$ cat config.mk
export PLATFORM = sky130hd
export DESIGN_NAME = reg_serial_tx
export DESIGN_NICKNAME = d
export VERILOG_FILES = /design/src/rtl/reg_serial_tx.sv
export SDC_FILE = /design/constraint.sdc
export NUM_CORES = 1
export LEC_CHECK = 0
export BUFFER_PORTS_ARGS = -buffer_cell sky130_fd_sc_hd__buf_2
export CAP_MARGIN = 10
export CORE_UTILIZATION = 44
export CTS_CLUSTER_SIZE = 24
export DETAILED_ROUTE_END_ITERATION = 12
export PLACE_DENSITY = 0.71
export SYNTH_ARGS = -nofsm -noshare
export SYNTH_HDL_FRONTEND = slang
export SYNTH_SLANG_ARGS = --single-unit
export TNS_END_PERCENT = 10
$ cat constraint.sdc
create_clock -name clk -period 1.2 [get_ports clk]
set_input_delay 0.12 -clock clk [delete_from_list [all_inputs] [get_ports clk]]
set_output_delay 0.12 -clock clk [all_outputs]
set_load 0.01 [all_outputs]
$ cat src/rtl/reg_serial_tx.sv
// Parallel-to-serial transmitter for the serial register interface (OUT + Load strobe).
// Optional even-parity trailer bit enabled by defining REG_SERIAL_TX_PARITY_EN.
module reg_serial_tx #(
  parameter int unsigned WIDTH      = 8,
  parameter bit          MSB_FIRST  = 1'b1,
  parameter int unsigned GAP_CYCLES = 0
) (
  input  logic             clk,
  input  logic             rst_n,
  input  logic             valid,
  input  logic [WIDTH-1:0] din,
  output logic             ready,
  output logic             OUT,
  output logic             Load,
  output logic             done,
  output logic             busy
);

  localparam int unsigned CNT_W = $clog2(WIDTH);
  localparam int unsigned GAP_W = 4;

`ifdef REG_SERIAL_TX_PARITY_EN
  typedef enum logic [1:0] {IDLE, SHIFT, PAR, GAP} state_t;
`else
  typedef enum logic [1:0] {IDLE, SHIFT, GAP} state_t;
`endif

  state_t             r_state;
  logic [WIDTH-1:0]   r_shift;
  logic [CNT_W-1:0]   r_cnt;
  logic [GAP_W-1:0]   r_gap;
  logic               r_out;
  logic               r_load;
  logic               r_done;
`ifdef REG_SERIAL_TX_PARITY_EN
  logic               r_par;
`endif

  logic               w_first_bit;
  logic               w_next_bit;
  logic [WIDTH-1:0]   w_shifted;

  // Bit selection depends only on transmit order; the shift register holds the not-yet-sent bits at the head.
  assign w_first_bit = MSB_FIRST ? din[WIDTH-1]       : din[0];
  assign w_next_bit  = MSB_FIRST ? r_shift[WIDTH-2]   : r_shift[1];
  assign w_shifted   = MSB_FIRST ? (r_shift << 1)     : (r_shift >> 1);

  always_ff @(posedge clk or negedge rst_n) begin
    if (!rst_n) begin
      r_state <= IDLE;
      r_shift <= '0;
      r_cnt   <= '0;
      r_gap   <= '0;
      r_out   <= 1'b0;
      r_load  <= 1'b0;
      r_done  <= 1'b0;
`ifdef REG_SERIAL_TX_PARITY_EN
      r_par   <= 1'b0;
`endif
    end else begin
      r_done <= 1'b0;
      case (r_state)
        IDLE: begin
          if (valid) begin
            r_shift <= din;
            r_cnt   <= CNT_W'(WIDTH - 1);
            r_out   <= w_first_bit;
            r_load  <= 1'b1;
`ifdef REG_SERIAL_TX_PARITY_EN
            r_par   <= ^din;
`endif
            r_state <= SHIFT;
          end
        end

        SHIFT: begin
          if (r_cnt != '0) begin
            r_shift <= w_shifted;
            r_out   <= w_next_bit;
            r_cnt   <= r_cnt - CNT_W'(1);
          end else begin
`ifdef REG_SERIAL_TX_PARITY_EN
            r_shift <= w_shifted;
            r_out   <= r_par;
            r_state <= PAR;
`else
            r_shift <= w_shifted;
            r_out   <= 1'b0;
            r_load  <= 1'b0;
            r_done  <= 1'b1;
            r_gap   <= GAP_W'(GAP_CYCLES);
            r_state <= (GAP_CYCLES > 0) ? GAP : IDLE;
`endif
          end
        end

`ifdef REG_SERIAL_TX_PARITY_EN
        PAR: begin
          r_out   <= 1'b0;
          r_load  <= 1'b0;
          r_done  <= 1'b1;
          r_gap   <= GAP_W'(GAP_CYCLES);
          r_state <= (GAP_CYCLES > 0) ? GAP : IDLE;
        end
`endif

        // The done cycle plus GAP_CYCLES further cycles are held off before the next handshake.
        GAP: begin
          if (r_gap == '0) begin
            r_state <= IDLE;
          end else begin
            r_gap <= r_gap - GAP_W'(1);
          end
        end

        default: begin
          r_state <= IDLE;
          r_load  <= 1'b0;
          r_out   <= 1'b0;
        end
      endcase
    end
  end

  assign ready = (r_state == IDLE);
  assign busy  = (r_state != IDLE);
  assign OUT   = r_out;
  assign Load  = r_load;
  assign done  = r_done;

endmodule

# ---- Word level (Yosys, flattened, before mapping)
# Cells that the tools add are included.
dict set report word_totals {
  register_bits 19
  latch_bits 0
  ramBits 0
  mem_bits_ro 0
  input_bits 11
  out_inout_bits 5
  word_cells 49
  n_memories 0
}
dict set report op_classes {
  add_sub_neg 2
  n_mul 0
  div_mod_pow 0
  n_lt_le_gt_ge 0
  eq_ne 7
  shifts 0
  muxes 20
  n_bitwise 1
  reduce_logical 12
}
# operator n
set ops {}
lappend ops {{$pmux 7 s2} 1}
lappend ops {{$reduce_and 3->1} 4}
lappend ops {{$ne 2x2->1 const B} 5}
lappend ops {{$mux 4} 2}
lappend ops {{$pmux 4 s2} 1}
lappend ops {{$mux 7} 1}
lappend ops {{$mux 1} 6}
lappend ops {{$mux 2} 3}
lappend ops {{$mux 3} 2}
lappend ops {{$pmux 1 s3} 2}
lappend ops {{$pmux 2 s3} 1}
lappend ops {{$pmux 3 s2} 1}
lappend ops {{$reduce_bool 2->1} 3}
lappend ops {{$logic_not 4->1} 1}
lappend ops {{$reduce_and 2->1} 2}
lappend ops {{$sub 4x1->4 const B} 1}
lappend ops {{$reduce_bool 3->1} 1}
lappend ops {{$sub 3x1->3 const B} 1}
lappend ops {{$eq 2x1->1 const B} 1}
lappend ops {{$eq 2x2->1 const B} 1}
lappend ops {{$logic_not 2->1} 1}
lappend ops {{$not 1->1} 1}

# ---- Longest topological paths before layout
# Gate-level depths: netlist of the first run.
dict set report depth {
  word_depth 3
  ltp_mapped 5
  ltp_nobuf 5
}

# ---- Worst setup path after synthesis of the first run
# No wires, ideal clock.
dict set report synth_path {
  path_kind {flip-flop to flip-flop}
  from {register r_cnt[0]}
  to {register r_cnt[0]}
  setup_ps 121
  arrival_ps 1079
  required_time_ps 1079
  setup_slack_ps 0
  path_stages_with_launch 6
  path_buffers 0
  path_cell_list {dfrtp_1 -> inv_1 -> ha_1 -> nor2b_2 -> a21oi_2 -> o22a_1}
}
dict set report synth_between {
  elab_chain_len 3
  elab_cells_between_ends 6
}
# item line_no
set synth_lines {}
lappend synth_lines {{start, declared} 30} ;# logic [CNT_W-1:0] r_cnt;
lappend synth_lines {{start signal, assigned} 66} ;# r_cnt <= CNT_W'(WIDTH - 1);
lappend synth_lines {{start signal, assigned} 80} ;# r_cnt <= r_cnt - CNT_W'(1);
lappend synth_lines {{$sub 3x1->3 or $reduce_bool 3->1 (tied branches)} {80, 77}}
lappend synth_lines {{$mux 3 or $ne 2x2->1 (tied branches)} --}
lappend synth_lines {{$pmux 3 s2 or $reduce_and 3->1 (tied branches)} --}
# Several ways; a longest one is shown, not always the timed one. The select of a mux whose other input is x is not followed.
# A chain may end at the register's enable or synchronous reset.

# ---- Worst setup path after layout of the first run
dict set report layout_path {
  from {register r_cnt[1]}
  to {register r_cnt[0]}
}
dict set report layout_between {
  elab_chain_len 3
}
# item line_no
set layout_lines {}
lappend layout_lines {{$reduce_bool 3->1} 77} ;# if (r_cnt != '0) begin
lappend layout_lines {{$ne 2x2->1 (no line)} --}
lappend layout_lines {{$reduce_and 3->1 (no line)} --}
# No other way between the ends.

==> out/results.tsv, run 1 <==
metric	value	unit
Arr. time, crit path	1.36	ns
WL/cell	11.3	um
worst-skew pair later-pin latency	0.27	ns
Worst Setup End Kind	flop	
Critical Path RT	1.36	ns
Net Count, Synth	71	
Die ar.	0.00158	mm2
Lkg Pwr	0.419	nW
Seq/Total Area, Yosys	52.0	%
GRT Total Usage	17.7	%
share of layout cells above drive strength 1	42.7	%
Fin Clk Skew	0.000383	ns
worst-path maximum fanout	3	
Root Buffer	clkbuf_4	
fillers	108	
ys flop type	dfrtp_1	
final WL	1100	um
GPL Wtd Cong	0.731	
Cell variety after synth	19	
multi-input logic area	282	um2
RSZ-0062 raised after global routing	true	
leading area contributor after synthesis	dfrtp_1	
Min-Delay Path Class	input pin to flop	
cell area power density	2180	mW/mm2
critical path launch point type	flop	
clk sink count	13	
vias in the first global route	389	
detailed-route DRC error count	0	
Slew HR	80.8	%
Max Cap Viol	0	
Mapped Area	626	um2
die width	39.7	um
outcome	complete, but fails checks	
Routed Antenna Nets	0	
GR Overflow Total	0	
first-pass GRT wire length	1730	um
period utilization	100	%
Die H	39.7	um
Hold Vio Cnt, Final	0	
Initial Utilization	47.5	%
largest net degree at the start of global routing	15	
Worst-Margin Slew	0.288	ns
nets	96	
post-synth top area share	52.0	%
via/cell ratio	4.96	
synth top area cells	dfrtp_1 (52%), mux2i_1 (13%), o21ai_0 (4.8%)	
Max clock buf depth	2	
number of cell rows	13	
Port Buffer Count	15	
DRT Pass-1 Iters	2	
Final Setup Violations	1	
Vias	481	
synthesis-to-layout area growth	30.0	%
cells after synthesis	58	
Slew Viols, Final	0	
TritonCTS Buffers	3	
antenna diode count	0	
worst setup margin	-0.000813	ns
initial antenna violation count	0	
Avg Inst Size Synth	10.8	um2
H-tree depth	1	
Post-synth EDFFs	0	
DP HPWL	744	um
Yosys warnings	0	
Max VDD drop	1.19	mV
#FFs+latches synth	13	
Core ar.	0.00132	mm2
failing checks	negative setup slack	
CTS tree	built	
Ports	16	
clock slew at reported path FFs	0.07	ns
final core occ	61.7	%
fmax	833	MHz
drt initial violations	4	
Seq. cell area	327	um2
Post-synth ARST share	100	%
TNS Setup	-0.000813	ns
crit path time final	1.20	ns
critical path type	flop to flop	
## placed cells by master (no fill, tap or decap), types with 2 or more instances in the layout
master,n
o21ai_0,6
inv_2,2
nor2_1,3
inv_1,2
dfrtp_1,12
mux2i_1,8
clkbuf_4,3
nor2_2,2
nand2_1,8
buf_2,15
buf_4,8
## critical path, cell delays in order (launching register included)
cell	delay, ns
dfrtp_1	0.40
inv_2	0.09
ha_4	0.13
nor2b_4	0.18
a21oi_4	0.08
o22a_1	0.22
## layout make-up
type | instances | area share [%]
sequential | 13 | 40.2
multi-input combinational | 37 | 34.6
timing repair buffer | 24 | 17.8
clock buffer | 4 | 3.23
tap | 15 | 2.31
inverter | 4 | 1.85
## Yosys cell counts, types with 2 or more instances
| library cell | n |
|---|---|
| nand2_1 | 8 |
| ha_1 | 2 |
| mux2i_1 | 8 |
| o21ai_0 | 6 |
| buf_4 | 2 |
| nor2_1 | 4 |
| dfrtp_1 | 13 |
| inv_1 | 4 |
## worst paths after layout
kind / startpoint / end / slack, ns / cells past startpoint
worst max register to register: r_cnt[1]$_DFFE_PN0P_ / r_cnt[0]$_DFFE_PN0P_ / -0.0008 / 5
worst min-delay path: din[0] / r_shift[0]$_DFFE_PN0P_ / 0.11 / 3
max in group asynchronous: rst_n / Load$_DFFE_PN0P_ / 0.70 / 2
min in group asynchronous: rst_n / OUT$_DFFE_PN0P_ / 0.26 / 2
worst max-delay path: r_cnt[1]$_DFFE_PN0P_ / r_cnt[0]$_DFFE_PN0P_ / -0.0008 / 5
worst min register to register: r_shift[3]$_DFFE_PN0P_ / r_shift[4]$_DFFE_PN0P_ / 0.49 / 2
## through the flow
stage / hold WS (ns) / setup slack [ns] / power, mW / area, um2 / std cells
finish: 0.105 / -0.000813 / 1.78 / 813 / 97
global route: 0.134 / -0.0447 / 1.92 / 813 / 97
global placement: 0.0202 / 0.0450 / 1.31 / 723 / 88
floorplan: -0.176 / 0.0381 / 1.15 / 631 / 58
CTS: 0.108 / 0.00100 / 1.75 / 803 / 96
detailed placement: 0.0212 / -0.0294 / 1.35 / 723 / 88
## report_power, final
part | internal (mW) | switching, mW | total [mW]
sequential | 0.605 | 0.127 | 0.732
clock | 0.129 | 0.132 | 0.260
combinational | 0.437 | 0.347 | 0.783
total | 1.17 | 0.605 | 1.78
## registers in the layout, indices dropped and copies added (netlist names)
signal / count
r_shift: 7
r_cnt: 3
Load: 1
OUT: 1
done: 1
## what timing repair did
item | in CTS | in global routing
buffers inserted | 3 | 1
endpoints found under the setup margin | 1 | 2
resized for setup | 6 | 1
pin swaps | 2 | 0
hold buffers | 1 | 0
endpoints found under the hold margin | 13 | 0
## logic make-up (layout without fill, tap and decap cells)
logic type               count (synthesis)  count (layout)  share of synthesized area, %
AO/OA/AOI/OAI                           11              11                          12.4
adder cells (fa/ha/maj)                  2               2                          4.00
buffers and inverters                    8              32                          7.40
flip-flops                              13              13                          52.0
multiplexers                             8               8                          12.8
AND/OR/NAND/NOR                         16              16                          11.4
## layer usage
| metal | up-vias | global-route usage [%] | wire (um) |
|---|---|---|---|
| met5 | - | 0 | 0 |
| met4 | 0 | 7.76 | 12 |
| met3 | 2 | 3.41 | 37 |
| met2 | 10 | 28.7 | 522 |
| met1 | 224 | 22.5 | 524 |
| li1 | 245 | - | - |
No activity file was read; power rests on OpenSTA's default activity.
==> run 2: changes to the inputs <==
CORE_AREA = 2 2 39 41   (was default)
CORE_UTILIZATION = default   (was 44)
DIE_AREA = 0 0 41 43   (was default)
PLACE_DENSITY = 0.72   (was 0.71)
SLEW_MARGIN = 25   (was default)
clock period = 1.4 ns   (was 1.2 ns; I/O delays follow)
==> run 2 against run 1 <==
The run now ends clean. Core utilization is 8.4 points lower. Setup slack better by 0.13 ns. Final cell count is 6.2% lower. Combinational power is 40% lower. Clock-buffer cell count stayed put. Critical path type unchanged. Critical endpoint unchanged.
==> out/results.tsv, run 2 (same netlist as run 1, synthesis figures left out) <==
metric	value	unit	change
critical path launch point type	flop		
number of cell rows	14		+1
Final Setup Violations	0		-1
TritonCTS Buffers	3		unchanged
Max stage delay on crit path	0.40	ns	about the same
Slew Viols, Final	0		unchanged
WL/cell	10.6	um	-5.7%
GRT Total Usage	14.0	%	-3.7 points
Slew HR	79.0	%	-1.8 points
outcome	finished clean		
Port Buffer Count	15		unchanged
worst-path maximum fanout	5		+2
fillers	121		+12%
Arr. time, crit path	1.44	ns	+0.08 ns
number of flip-flops in the largest register	7		unchanged
Root Buffer	clkbuf_4		
Worst Setup End Kind	flop		
DRT Pass-1 Iters	4		+2
Ports	16		unchanged
largest reg by FF count	r_shift		
first-pass GRT wire length	1610	um	-6.8%
PnR Total Power	1.32	mW	-26%
synthesis-to-layout area growth	18.0	%	
antenna diode count	0		unchanged
initial antenna violation count	0		unchanged
drt initial violations	2		-2
nets	89		-7.3%
Critical Path RT	1.57	ns	+0.21 ns
Slowest-stage cell, CP	dfrtp_1		
Vias	455		-5.4%
Worst-Margin Slew	0.315	ns	+0.0272 ns
postcts setup bufs	0		-3
Lkg Pwr	0.385	nW	-8.1%
Routed Antenna Nets	0		unchanged
TNS Setup	0	ns	+0.000813 ns
period utilization	90.6	%	-9.5 points
die width	41	um	+3.3%
Max clock buf depth	2		unchanged
clk sink count	13		unchanged
Die H	43	um	+8.3%
detailed-route DRC error count	0		unchanged
final WL	969	um	-12%
fmax	789	MHz	-5.3%
Max Cap Viol	0		unchanged
GPL Wtd Cong	0.705		-3.6%
share of layout cells above drive strength 1	30.7	%	-12 points
worst-path cell chain	inv_1 -> ha_1 -> nor2b_4 -> a21oi_2 -> o22a_1		
clock slew at reported path FFs	0.08	ns	about the same
DP HPWL	733	um	-1.6%
GR Overflow Total	0		unchanged
commonest cells after routing, fill and taps aside	buf_2 (15), dfrtp_1 (13), nand2_1 (8), mux2i_1 (8), o21ai_0 (6)		
Fin Clk Skew	0.00186	ns	+0.00148 ns
cell area power density	1790	mW/mm2	-18%
pre-CTS setup slack	0.0984	ns	+0.128 ns
critical path type	flop to flop		
Die ar.	0.00176	mm2	+12%
Min-Delay Path Class	input pin to flop		
RSZ-0062 raised after global routing	false		
commonest non-fill, non-tap cell in the layout	buf_2		
worst setup margin	0.132	ns	+0.133 ns
worst-skew pair later-pin latency	0.27	ns	about the same
Regs by FF count	r_shift: 7 flops, r_cnt: 3 flops		
Top delay family on crit path	flip-flops		
largest net degree at the start of global routing	15		unchanged
vias in the first global route	387		-0.51%
Hold Vio Cnt, Final	0		unchanged
Initial Utilization	45.2	%	-2.3 points
Max VDD drop	0.846	mV	-29%
crit path time final	1.27	ns	+0.0670 ns
H-tree depth	1		unchanged
Crit path buffers/inverters	1		unchanged
CTS tree	built		
Core ar.	0.00138	mm2	+5.0%
via/cell ratio	5.00		+0.83%
run 2: per-layer routing:
metal,wire length (um),vias up,global-route usage (%)
met5,0,-,0
met4,24,0,10.0
met3,41,4,3.14
met2,480,9,18.4
met1,422,214,19.5
li1,-,228,-
run 2: area by class of cell:
cell class	count	area (um2)	share of cell area [%]
inverters	4	15.0	2.03
multi-input cells	37	259	35.1
flip-flops and latches	13	325	44.1
clock buffers	4	26.3	3.56
well taps	16	20.0	2.71
repair buffers	17	92.6	12.5
run 2: tightest hold or removal path, delay by kind of cell:
kind | cells | cell delay (ns)
buffers and inverters | 1 | 0.07
and+or+nand+nor | 1 | 0.08
muxes | 1 | 0.05
run 2: what timing repair did:
action	in CTS	in global routing
resized for setup	0	1
hold endpoints to repair	13	0
hold buffers	1	0
setup endpoints to repair	0	1
run 2: report_power, final:
group / switching (mW) / internal [mW] / leakage (nW)
Sequential: 0.102 / 0.517 / 0.165
Combinational: 0.232 / 0.238 / 0.205
Clock: 0.120 / 0.111 / 0.0150
Total: 0.454 / 0.866 / 0.385
run 2: through the flow:
stage / cells / hold WS (ns) / util [%] / instance area [um2]
3_3_place_gp: 86 / 0.0382 / 50.4 / 697
6_report: 91 / 0.117 / 53.3 / 738
4_1_cts: 91 / 0.118 / 53.0 / 733
3_5_place_dp: 86 / 0.0399 / 50.4 / 697
2_1_floorplan: 58 / -0.156 / - / 626
5_1_grt: 91 / 0.151 / 53.3 / 738
run 2: final timing paths:
kind,start,endpoint,slack (ns),depth (start not counted)
max in group asynchronous,rst_n,r_shift[3]$_DFFE_PN0P_,0.91,2
min in group asynchronous,rst_n,Load$_DFFE_PN0P_,0.27,2
min reg2reg,r_shift[2]$_DFFE_PN0P_,r_shift[3]$_DFFE_PN0P_,0.49,2
min,din[0],r_shift[0]$_DFFE_PN0P_,0.12,3
max reg2reg,r_cnt[0]$_DFFE_PN0P_,r_cnt[0]$_DFFE_PN0P_,0.13,5
max,r_cnt[0]$_DFFE_PN0P_,r_cnt[0]$_DFFE_PN0P_,0.13,5
